**src/rtl/bmm_pkg.sv**
```systemverilog
// Shared block-matrix-multiply package: tile geometry defaults, packed word
// width and the pack-stage state encoding.
// Imported by matrix_pack and by matrix_fill so that both sides agree on layout.
package bmm_pkg;

  // Tile geometry defaults: ROWS x COLS elements of EW bits each.
  localparam int BMM_ROWS   = 2;
  localparam int BMM_COLS   = 4;
  localparam int BMM_EW     = 4;
  // Packed tile width. Element (i,j) lives at [(i*COLS+j)*EW +: EW].
  localparam int BMM_WORD_W = BMM_ROWS * BMM_COLS * BMM_EW;

  // Pack-stage states. FILL accepts elements; FULL holds a closed tile while
  // the output register is still occupied.
  typedef enum logic {
    ST_FILL = 1'b0,
    ST_FULL = 1'b1
  } pack_state_e;

endpackage

```
**src/rtl/matrix_pack.sv**
```systemverilog
// Packs a row-major element stream into one ROWS*COLS*EW tile word (A_rows layout).
// Latency: out_valid rises one cycle after the closing element is accepted.
// Backpressure: a closed tile waits in FULL (in_ready=0) until the output
// register frees; with out_ready=1 it streams one element/cycle with no bubbles.
// Ports: clk, rst_n (async active-low); in_data/in_valid/in_last/in_ready
// element stream in; out_data/out_valid/out_ready/out_partial tile word out.
module matrix_pack
  import bmm_pkg::*;
#(
  parameter int ROWS = BMM_ROWS,
  parameter int COLS = BMM_COLS,
  parameter int EW   = BMM_EW
) (
  input  logic                     clk,
  input  logic                     rst_n,
  input  logic [EW-1:0]            in_data,
  input  logic                     in_valid,
  input  logic                     in_last,
  output logic                     in_ready,
  output logic [ROWS*COLS*EW-1:0]  out_data,
  output logic                     out_valid,
  input  logic                     out_ready,
  output logic                     out_partial
);

  localparam int N  = ROWS * COLS;
  localparam int KW = (N > 1) ? $clog2(N) : 1;
  localparam int W  = N * EW;
  localparam logic [KW-1:0] K_LAST = KW'(N - 1);

  pack_state_e   state_q, state_d;
  logic [KW-1:0] k_q, k_d;
  logic [W-1:0]  asm_q, asm_d;
  logic          held_partial_q, held_partial_d;
  logic [W-1:0]  out_data_q, out_data_d;
  logic          out_valid_q, out_valid_d;
  logic          out_partial_q, out_partial_d;

  logic [W-1:0]  asm_wr;
  logic          at_last_slot;
  logic          out_free;

  assign in_ready    = (state_q == ST_FILL);
  assign out_data    = out_data_q;
  assign out_valid   = out_valid_q;
  assign out_partial = out_partial_q;

  always_comb begin
    state_d        = state_q;
    k_d            = k_q;
    asm_d          = asm_q;
    held_partial_d = held_partial_q;
    out_data_d     = out_data_q;
    out_valid_d    = out_valid_q;
    out_partial_d  = out_partial_q;

    // Assembly word with the incoming element dropped into slot k.
    asm_wr = asm_q;
    asm_wr[k_q*EW +: EW] = in_data;

    at_last_slot = (k_q == K_LAST);
    // Output register can take a new word this edge if empty or being drained.
    out_free = !out_valid_q || out_ready;

    if (out_valid_q && out_ready) begin
      out_valid_d = 1'b0;
    end

    case (state_q)
      ST_FILL: begin
        if (in_valid) begin
          if (at_last_slot || in_last) begin
            if (out_free) begin
              out_data_d    = asm_wr;
              out_valid_d   = 1'b1;
              out_partial_d = !at_last_slot;
              asm_d         = '0;
              k_d           = '0;
            end else begin
              // Park the closed tile; partial flag travels with it.
              asm_d          = asm_wr;
              held_partial_d = !at_last_slot;
              state_d        = ST_FULL;
            end
          end else begin
            asm_d = asm_wr;
            k_d   = k_q + 1'b1;
          end
        end
      end
      ST_FULL: begin
        // out_valid is necessarily 1 here, so out_ready alone frees the register.
        if (out_ready) begin
          out_data_d    = asm_q;
          out_valid_d   = 1'b1;
          out_partial_d = held_partial_q;
          asm_d         = '0;
          k_d           = '0;
          state_d       = ST_FILL;
        end
      end
      default: state_d = ST_FILL;
    endcase
  end

  always_ff @(posedge clk or negedge rst_n) begin
    if (!rst_n) begin
      state_q        <= ST_FILL;
      k_q            <= '0;
      asm_q          <= '0;
      held_partial_q <= 1'b0;
      out_data_q     <= '0;
      out_valid_q    <= 1'b0;
      out_partial_q  <= 1'b0;
    end else begin
      state_q        <= state_d;
      k_q            <= k_d;
      asm_q          <= asm_d;
      held_partial_q <= held_partial_d;
      out_data_q     <= out_data_d;
      out_valid_q    <= out_valid_d;
      out_partial_q  <= out_partial_d;
    end
  end

endmodule

```
**config.mk**
```make
export PLATFORM = sky130hd
export DESIGN_NAME = matrix_pack
export DESIGN_NICKNAME = d
export VERILOG_FILES = /design/src/rtl/bmm_pkg.sv /design/src/rtl/matrix_pack.sv
export SDC_FILE = /design/constraint.sdc
export NUM_CORES = 1
export LEC_CHECK = 0
export CAP_MARGIN = 20
export CORE_AREA = 4 4 105 107
export CTS_CLUSTER_DIAMETER = 30
export DETAILED_ROUTE_END_ITERATION = 8
export DIE_AREA = 0 0 109 111
export PLACE_DENSITY = 0.59
export SLEW_MARGIN = 20
export SYNTH_ARGS = -nofsm -noshare
export SYNTH_HDL_FRONTEND = slang
export SYNTH_SLANG_ARGS = --single-unit
```
**constraint.sdc**
```tcl
create_clock -name clk -period 2.6 [get_ports clk]
set_input_delay 0.39 -clock clk [delete_from_list [all_inputs] [get_ports clk]]
set_output_delay 0.39 -clock clk [all_outputs]
set_load 0.05 [all_outputs]
```
Word-level counts from Yosys, hierarchy flattened
Index checks and enable logic that the tools add are counted.
Widths: inputs -> output; s select.
{"block": "classes", "mux": 32, "eq_ne": 6, "reduce_logical": 9, "n_bitwise": 2, "addsub": 2, "shifts": 2}
{"op": "$mux 32", "n": 8}
{"op": "$pmux 32 s2", "n": 2}
{"op": "$neg 5->34", "n": 1}
{"op": "$shift 4x34->32 const A", "n": 1}
{"op": "$shiftx 4x34->32", "n": 1}
{"op": "$bwmux 32", "n": 1}
{"op": "$mux 1", "n": 13}
{"op": "$mux 3", "n": 4}
{"op": "$reduce_and 4->1", "n": 2}
{"op": "$pmux 1 s2", "n": 3}
{"op": "$pmux 3 s2", "n": 1}
{"op": "$ne 2x1->1 const B", "n": 2}
{"op": "$ne 2x2->1 const B", "n": 2}
{"op": "$add 3x1->3 const B", "n": 1}
{"op": "$eq 3x3->1 const B", "n": 1}
{"op": "$ne 3x3->1 const B", "n": 1}
{"op": "$reduce_and 3->1", "n": 1}
{"op": "$logic_not 1->1", "n": 2}
{"op": "$logic_or 1x1->1", "n": 2}
{"op": "$not 1->1", "n": 2}
{"op": "$reduce_and 2->1", "n": 1}
{"op": "$logic_and 1x1->1", "n": 1}
{"block": "word_totals", "elab_cells": 60, "out_inout_bits": 35, "ff_bits": 71, "input_bits": 9}

Depth between registers and ports, before layout
Gate-level depths: netlist of run 1.
{"block": "logic_depth", "ltp_word": 7, "ltp_mapped": 9, "depth_no_buf": 7}

Worst setup path after synthesis of run 1
Ideal clock, no wire load.
{"block": "synth_timing", "kind": "reg2reg", "start": "register k_q[0]", "end": "register out_data_q[10], in the netlist out_data[10]", "n_path_buf": 2, "synth_period_minus_slack_ns": 2.124, "arrival_time_ns": 1.990, "required_ns": 2.467, "setup_slack_ns": 0.476, "setup_ns": 0.133, "path_stages_with_launch": 10, "cell_sequence": "dfrtp_1 -> buf_6 -> inv_1 -> ha_1 -> ha_1 -> nor2b_1 -> and3_1 -> clkbuf_1 -> mux2i_1 -> o21ai_0"}
{"block": "synth_via", "elab_chain_len": 7, "word_cells_on_any_way": 12, "cone_classes": "1 x add/sub; 2 x eq/ne; 2 x shift; 5 x mux; 2 x reduce/logical"}
{"element": "start: declaration", "line_no": "matrix_pack.sv:32", "source": "logic [KW-1:0] k_q, k_d;"}
{"element": "start signal: assignment", "line_no": "matrix_pack.sv:117", "source": "k_q <= k_d;"}
{"element": "$neg 5->34", "line_no": "matrix_pack.sv:59", "source": "asm_wr[k_q*EW +: EW] = in_data;"}
{"element": "$shiftx 4x34->32 or $shift 4x34->32 (tied branches)", "line_no": "matrix_pack.sv:59"}
{"element": "$bwmux 32", "line_no": "matrix_pack.sv:59"}
{"element": "$mux 32", "line_no": "matrix_pack.sv:73", "source": "if (out_free) begin"}
{"element": "$mux 32", "line_no": "matrix_pack.sv:72", "source": "if (at_last_slot || in_last) begin"}
{"element": "$mux 32", "line_no": "matrix_pack.sv:71", "source": "if (in_valid) begin"}
{"element": "$pmux 32 s2", "line_no": "matrix_pack.sv:69", "source": "case (state_q)"}
{"element": "end signal: assignment", "line_no": "matrix_pack.sv:120", "source": "out_data_q <= out_data_d;"}
{"element": "end: declaration", "line_no": "matrix_pack.sv:35", "source": "logic [W-1:0] out_data_q, out_data_d;"}
Several ways; a longest one is shown, not always the timed one. The select of a mux whose other input is x is not followed.
A chain may end at the register's enable or synchronous reset.

Worst setup path after layout of run 1
{"block": "layout_timing", "start": "register k_q[1]", "end": "register out_data_q[7], in the netlist out_data[7]"}
Same word-level chain as after synthesis.

==> flow_summary.yaml, run 1 <==
status:
  status: "finished, final reports clean"
job:
  drv_cap: 0
sta:
  rsz0062_at_grt: "false"
  slew_headroom_pct: 59.6
  slew_viol_final: 0
  tightest_slew_ns: 0.606
  finClkSkew_ns: 0.00892
  timing.hold.ws_ns: 0.0326
  finalHoldViolCount: 0
  fin_crit_sh_pct: 85.2
  fin_crit_ns: 2.22
  final.setup.tns_ns: 0
  clock.fmax_ghz: 0.451
  setup-violations-final: 0
yosys:
  synthTopCellsByArea: "dfrtp_1, mux2i_1, a22o_1"
  syn-cell-area_sq_um: 3480
  yosysUniqueCellTypes: 39
  synth.largest_area_cell: "dfrtp_1"
  synth_warnings: 0
  synth-async-reset-ratio_pct: 100
  postSynthAreaPerCell_sq_um: 10.8
  seq_area_frac_synth_pct: 51.0
  syn_inst: 322
  synth_top_area_share_pct: 51.0
  synthFlopType: "dfrtp_1"
  ys_seq_elements: 71
  synth-edff-count: 0
  syn-num-nets: 339
worst_setup_path:
  cp_slowest_stage_delay_ns: 0.43
  end_kind: "register"
  required_ns: 2.84
  critPathTopFamily: "adder cells"
  slowest_stage: "dfrtp_1"
  crit_type: "reg2reg"
  startpoint_type: "register"
  path_cells: "inv_1, ha_1, ha_1, nor2b_1, and3_1, mux2i_1, o21ai_0"
  cp_common_cell: "ha_1"
  cp.arrival_ns: 2.45
  crit_fanout: 7
  worst-path-buf-inv: 1
detailed_routing:
  route.detailed.drc: 0
  via_per_inst: 5.03
  first_pass_iters: 4
  antenna_left: 0
  wl_per_cell_microns: 15.4
  first_iter_violations: 167
  wl_microns: 7850
  vias: 2562
pwr:
  power_switching_mw: 0.947
  clkPwrFrac_pct: 30.9
  combPwrFrac_pct: 27.1
  ir_worst_vdd_mv: 0.335
  p_sw_share_pct: 33.5
  p_leak_nw: 1.84
  internal_power_mw: 1.88
  seq_power_share_pct: 42.0
  power.density_nw_per_um2: 662
clock_network:
  postCtsHoldBufs: 0
  cts_sinks: 71
  cts_resized: 0
  clk_latency_ns: 0.36
  cts.clk_slew.worst_paths_ns: 0.08
  clockRootBuffer: "clkbuf_8"
  htreeDepth: 3
  cts_made_buffers: 9
  cts_tree: "done"
  clock_path_buffers: 2
  cts_setup_buffers: 0
global_routing:
  grt_first_pass_wirelength_microns: 13500
  grt_util_met3_pct: 2.39
  antenna_found_initial: 0
  grt_use_met1_pct: 20.8
  grt_max_degree: 43
  grt_use_total_pct: 14.1
  met2_usage_pct: 20.1
  busiest_layer: "met1"
  grt_pass1_vias: 2577
  overflow: 0
floorplanning:
  coreArea_sq_um: 10100
  die_w_microns: 109
  die-area_sq_um: 12100
  ios: 44
  fp-row-count: 37
  initial_core_util_pct: 34.4
  dieHeight_microns: 111
finish:
  final_common_cell: "dfrtp_1"
  area_delta_synth_final_pct: 22.7
  drive_above_1_share_pct: 11.5
  antennaDiodeCount: 0
  multi_input_area_sq_um: 1590
  seq_area_sq_um: 1780
  fillers: 988
  mostFrequentLayoutCells: "dfrtp_1, nand2_1, clkdlybuf4s50_1"
  finalNetCount: 385
  fin_cells: 509
worst_hold_path:
  min_path_type: "in2async"
placement:
  hpwl_microns: 5940
  port_buffers: 43
  placed_cells: 493
  gp_congestion: 0.845
-- layout make-up --
class                   instances  area share, %
flip-flops and latches         71           41.6
multi-input cells             229           37.3
repair buffers                 52           12.1
well taps                     136           3.98
clock buffers                  10           3.22
clock inverters                 6           1.40
inverters                       5          0.439
-- Yosys cell counts, types with 2 or more instances --
cell type / n
a22o_1: 20
nor3_1: 4
o21ai_0: 31
mux2i_1: 33
nor2b_1: 6
a32o_1: 7
o21ai_2: 4
or2_2: 2
nand2_1: 42
buf_4: 2
clkbuf_1: 6
nand2b_1: 4
and3_1: 11
ha_1: 8
o2bb2ai_1: 7
and3_4: 3
inv_1: 5
o21ai_1: 7
a21oi_1: 5
nor2_1: 10
and2_1: 7
buf_6: 5
nand3_1: 4
dfrtp_1: 71
buf_2: 4
-- worst reg2reg max path: stages, from the launching register on --
cell and delay, ns:
dfrtp_1 0.43, inv_1 0.11, ha_1 0.22, ha_1 0.39
nor2b_1 0.26, and3_1 0.35, mux2i_1 0.24, o21ai_0 0.09
-- cells by family after synthesis --
family                     Yosys count  synth area share, %
buffers and inverters               22                 3.81
DFF                                 71                 51.0
AOI/OAI and AO/OA                   86                 17.1
and+or+nand+nor                    102                 15.7
adders and majority gates            8                 2.87
muxes                               33                 9.48
-- sequential cells by signal, indices dropped and copies added (netlist names) --
register        cells
asm_q              32
out_valid           1
k_q                 3
out_data           32
state_q             1
out_partial         1
held_partial_q      1
-- power groups by stage --
stage	sequential, mW	combinational (mW)	clock, mW
global placement	1.21	0.759	0
global route	1.20	0.839	0.943
finish	1.19	0.767	0.873
floorplan	1.31	0.451	0
detailed placement	1.21	0.764	0
CTS	1.19	0.768	0.902
-- through the flow --
step                util (%)  worst slack, ns  area, sq um  power [mW]
floorplan                  -            0.476         3480        1.76
global placement        40.2            0.433         4080        1.97
detailed placement      40.2            0.392         4080        1.97
CTS                     42.2            0.363         4280        2.86
global route            42.2            0.164         4280        2.98
finish                  42.2            0.385         4280        2.83
-- worst paths after layout --
path	cells after the start	from	slack, ns	to
max	7	k_q[1]	0.38	out_data[7]
min	1	rst_n	0.03	out_data[31]
max reg2reg	7	k_q[1]	0.38	out_data[7]
min reg2reg	2	out_data[10]	0.48	out_data[10]
max in group asynchronous	2	rst_n	1.95	out_data[27]
min in group clk	2	out_data[10]	0.48	out_data[10]
-- layer usage --
layer  up-vias  part of all wire (%)
met5         -                     0
met4         0                   2.2
met1      1239                    50
li1       1260                     -
met2        49                    45
met3        14                   3.4
No activity file was read; power rests on OpenSTA's default activity.
==> run 2, diff against run 1 <==
--- a/config.mk
+++ b/config.mk
@@ -6,10 +6,10 @@
 export NUM_CORES = 1
 export LEC_CHECK = 0
 export CAP_MARGIN = 20
-export CORE_AREA = 4 4 105 107
+export CORE_AREA = 2 2 103 105
 export CTS_CLUSTER_DIAMETER = 30
 export DETAILED_ROUTE_END_ITERATION = 8
-export DIE_AREA = 0 0 109 111
+export DIE_AREA = 0 0 105 107
 export PLACE_DENSITY = 0.59
 export SLEW_MARGIN = 20
 export SYNTH_ARGS = -nofsm -noshare
==> run 2 against run 1 <==
Via count is 0.66% lower. Final area is 1.1% higher. Worst hold slack better by 0.038 ns. Wire length is 0.57% lower.
==> flow_summary.yaml, run 2 (synthesized netlist as in run 1, its figures left out) <==
pwr:
  p_sw_share_pct: 31.1
  ir_worst_vdd_mv: 0.402
  clkPwrFrac_pct: 34.8
  internal_power_mw: 2.07
  power.density_nw_per_um2: 696
  power_switching_mw: 0.934
  p_leak_nw: 1.87
  combPwrFrac_pct: 25.6
  seq_power_share_pct: 39.6
detailed_routing:
  route.detailed.drc: 0
  met2_length_microns: 3500
  first_pass_iters: 4
  wl_microns: 7800
  vias: 2545
  routed.top_layer: "met4"
  drt-met1-wl_microns: 3890
  via_per_inst: 5.00
  wl_met3_microns: 244
  antenna_left: 0
  first_iter_violations: 110
  wl_per_cell_microns: 15.3
global_routing:
  antenna_found_initial: 0
  grt_pass1_vias: 2520
  grt_use_total_pct: 15.0
  grt_first_pass_wirelength_microns: 13100
  grt_max_degree: 43
  overflow: 0
sta:
  setup-violations-final: 0
  fin_crit_sh_pct: 88.5
  slew_viol_final: 0
  finClkSkew_ns: 0.00553
  finalHoldViolCount: 0
  final.setup.tns_ns: 0
  fin_ws_ns: 0.298
  fin_crit_ns: 2.30
  clock.fmax_ghz: 0.434
  rsz0062_at_grt: "false"
  slew_headroom_pct: 55.9
  timing.hold.ws_ns: 0.0703
  tightest_slew_ns: 0.661
placement:
  preCtsSetupSlack_ns: 0.313
  port_buffers: 43
  hpwl_microns: 5780
  placed_area_sq_um: 4080
  placed_cells: 493
  gp_congestion: 0.810
worst_setup_path:
  cp_slowest_stage_delay_ns: 0.38
  cp.arrival_ns: 2.59
  crit_fanout: 12
  worst-path-buf-inv: 1
  critPathLaunch: "k_q[0]"
  slowest_stage: "dfrtp_1"
  crit_type: "reg2reg"
  path_cells: "buf_4, ha_1, ha_1, or2_2, a21o_1, o21ai_1, a22o_1"
  r2r_start: "k_q[0]"
  reg2reg_depth: 7
  critPathTopFamily: "compound AO/OA/AOI/OAI gates"
  reg2reg_to: "asm_q[19]"
  required_ns: 2.89
  end_kind: "register"
  startpoint_type: "register"
  r2r_slack_ns: 0.30
  cp_common_cell: "ha_1"
clock_network:
  clk_latency_ns: 0.35
  cts.clk_slew.worst_paths_ns: 0.07
  cts_sinks: 71
  postCtsHoldBufs: 0
  htreeDepth: 3
  cts_tree: "done"
  cts_resized: 0
  cts_made_buffers: 9
  clockRootBuffer: "clkbuf_8"
  cts_setup_buffers: 0
  clock_path_buffers: 2
floorplanning:
  initial_core_util_pct: 34.5
  coreArea_sq_um: 10100
  die-area_sq_um: 11200
  ios: 44
  fp-row-count: 37
  die_w_microns: 105
  dieHeight_microns: 107
finish:
  final_common_cell: "dfrtp_1"
  drive_above_1_share_pct: 11.3
  finalNetCount: 385
  fillers: 1005
  mostFrequentLayoutCells: "dfrtp_1, nand2_1, clkdlybuf4s50_1"
  area_delta_synth_final_pct: 24.0
  fin_cells: 509
  antennaDiodeCount: 0
  fin_area_sq_um: 4320
status:
  status: "finished, final reports clean"
worst_hold_path:
  min_path_type: "in2async"
job:
  drv_cap: 0
[run 2: cell types whose count changed in the layout (fill, tap and decap cells not counted), sizes merged]
| cell | delta |
|---|---|
| clkinvlp | -2 |
| bufinv | +1 |
| clkbuf | +4 |
| clkinv | -3 |
[run 2: worst max path at each step]
stage	depth (start not counted)	end	slack [ns]
final	7	asm_q[19]	0.30
after global routing	7	out_data[14]	0.14
after floorplan	9	out_data[10]	0.48
after CTS	7	out_data[5]	0.29
after detailed placement	7	out_data[5]	0.31
after global placement	7	out_data[5]	0.37
[run 2: power by group through the flow]
stage	clock [mW]	sequential, mW	combinational (mW)
2_1_floorplan	0	1.31	0.451
3_3_place_gp	0	1.21	0.759
5_1_grt	1.12	1.20	0.846
3_5_place_dp	0	1.21	0.775
4_1_cts	1.08	1.19	0.777
6_report	1.05	1.19	0.770
[run 2: area by class of cell]
type | count | area [sq um] | area share, %
Clock buffer | 14 | 183 | 4.23
Clock inverter | 2 | 60.1 | 1.39
Inverter | 5 | 18.8 | 0.434
Multi-Input combinational cell | 229 | 1590 | 36.9
Sequential cell | 71 | 1780 | 41.1
Tap cell | 136 | 170 | 3.94
Timing Repair Buffer | 52 | 518 | 12.0
[run 2: stage by stage]
stage / total power, mW / util (%)
final: 3.00 / 42.8
after global routing: 3.17 / 42.8
after CTS: 3.04 / 42.8
after detailed placement: 1.99 / 40.4
after global placement: 1.97 / 40.4
after floorplan: 1.76 / -
[run 2: worst register-to-register path, cell delays in order, from the launching register on]
cell,delay (ns)
dfrtp_1,0.38
buf_4,0.17
ha_1,0.20
ha_1,0.24
or2_2,0.35
a21o_1,0.33
o21ai_1,0.38
a22o_1,0.19
[run 2: metal layers]
metal  global-route usage, %  up-vias
met4                    5.90        0
li1                        -     1253
met1                    21.0     1235
met3                    4.19       14
met5                       0        -
met2                    21.8       43
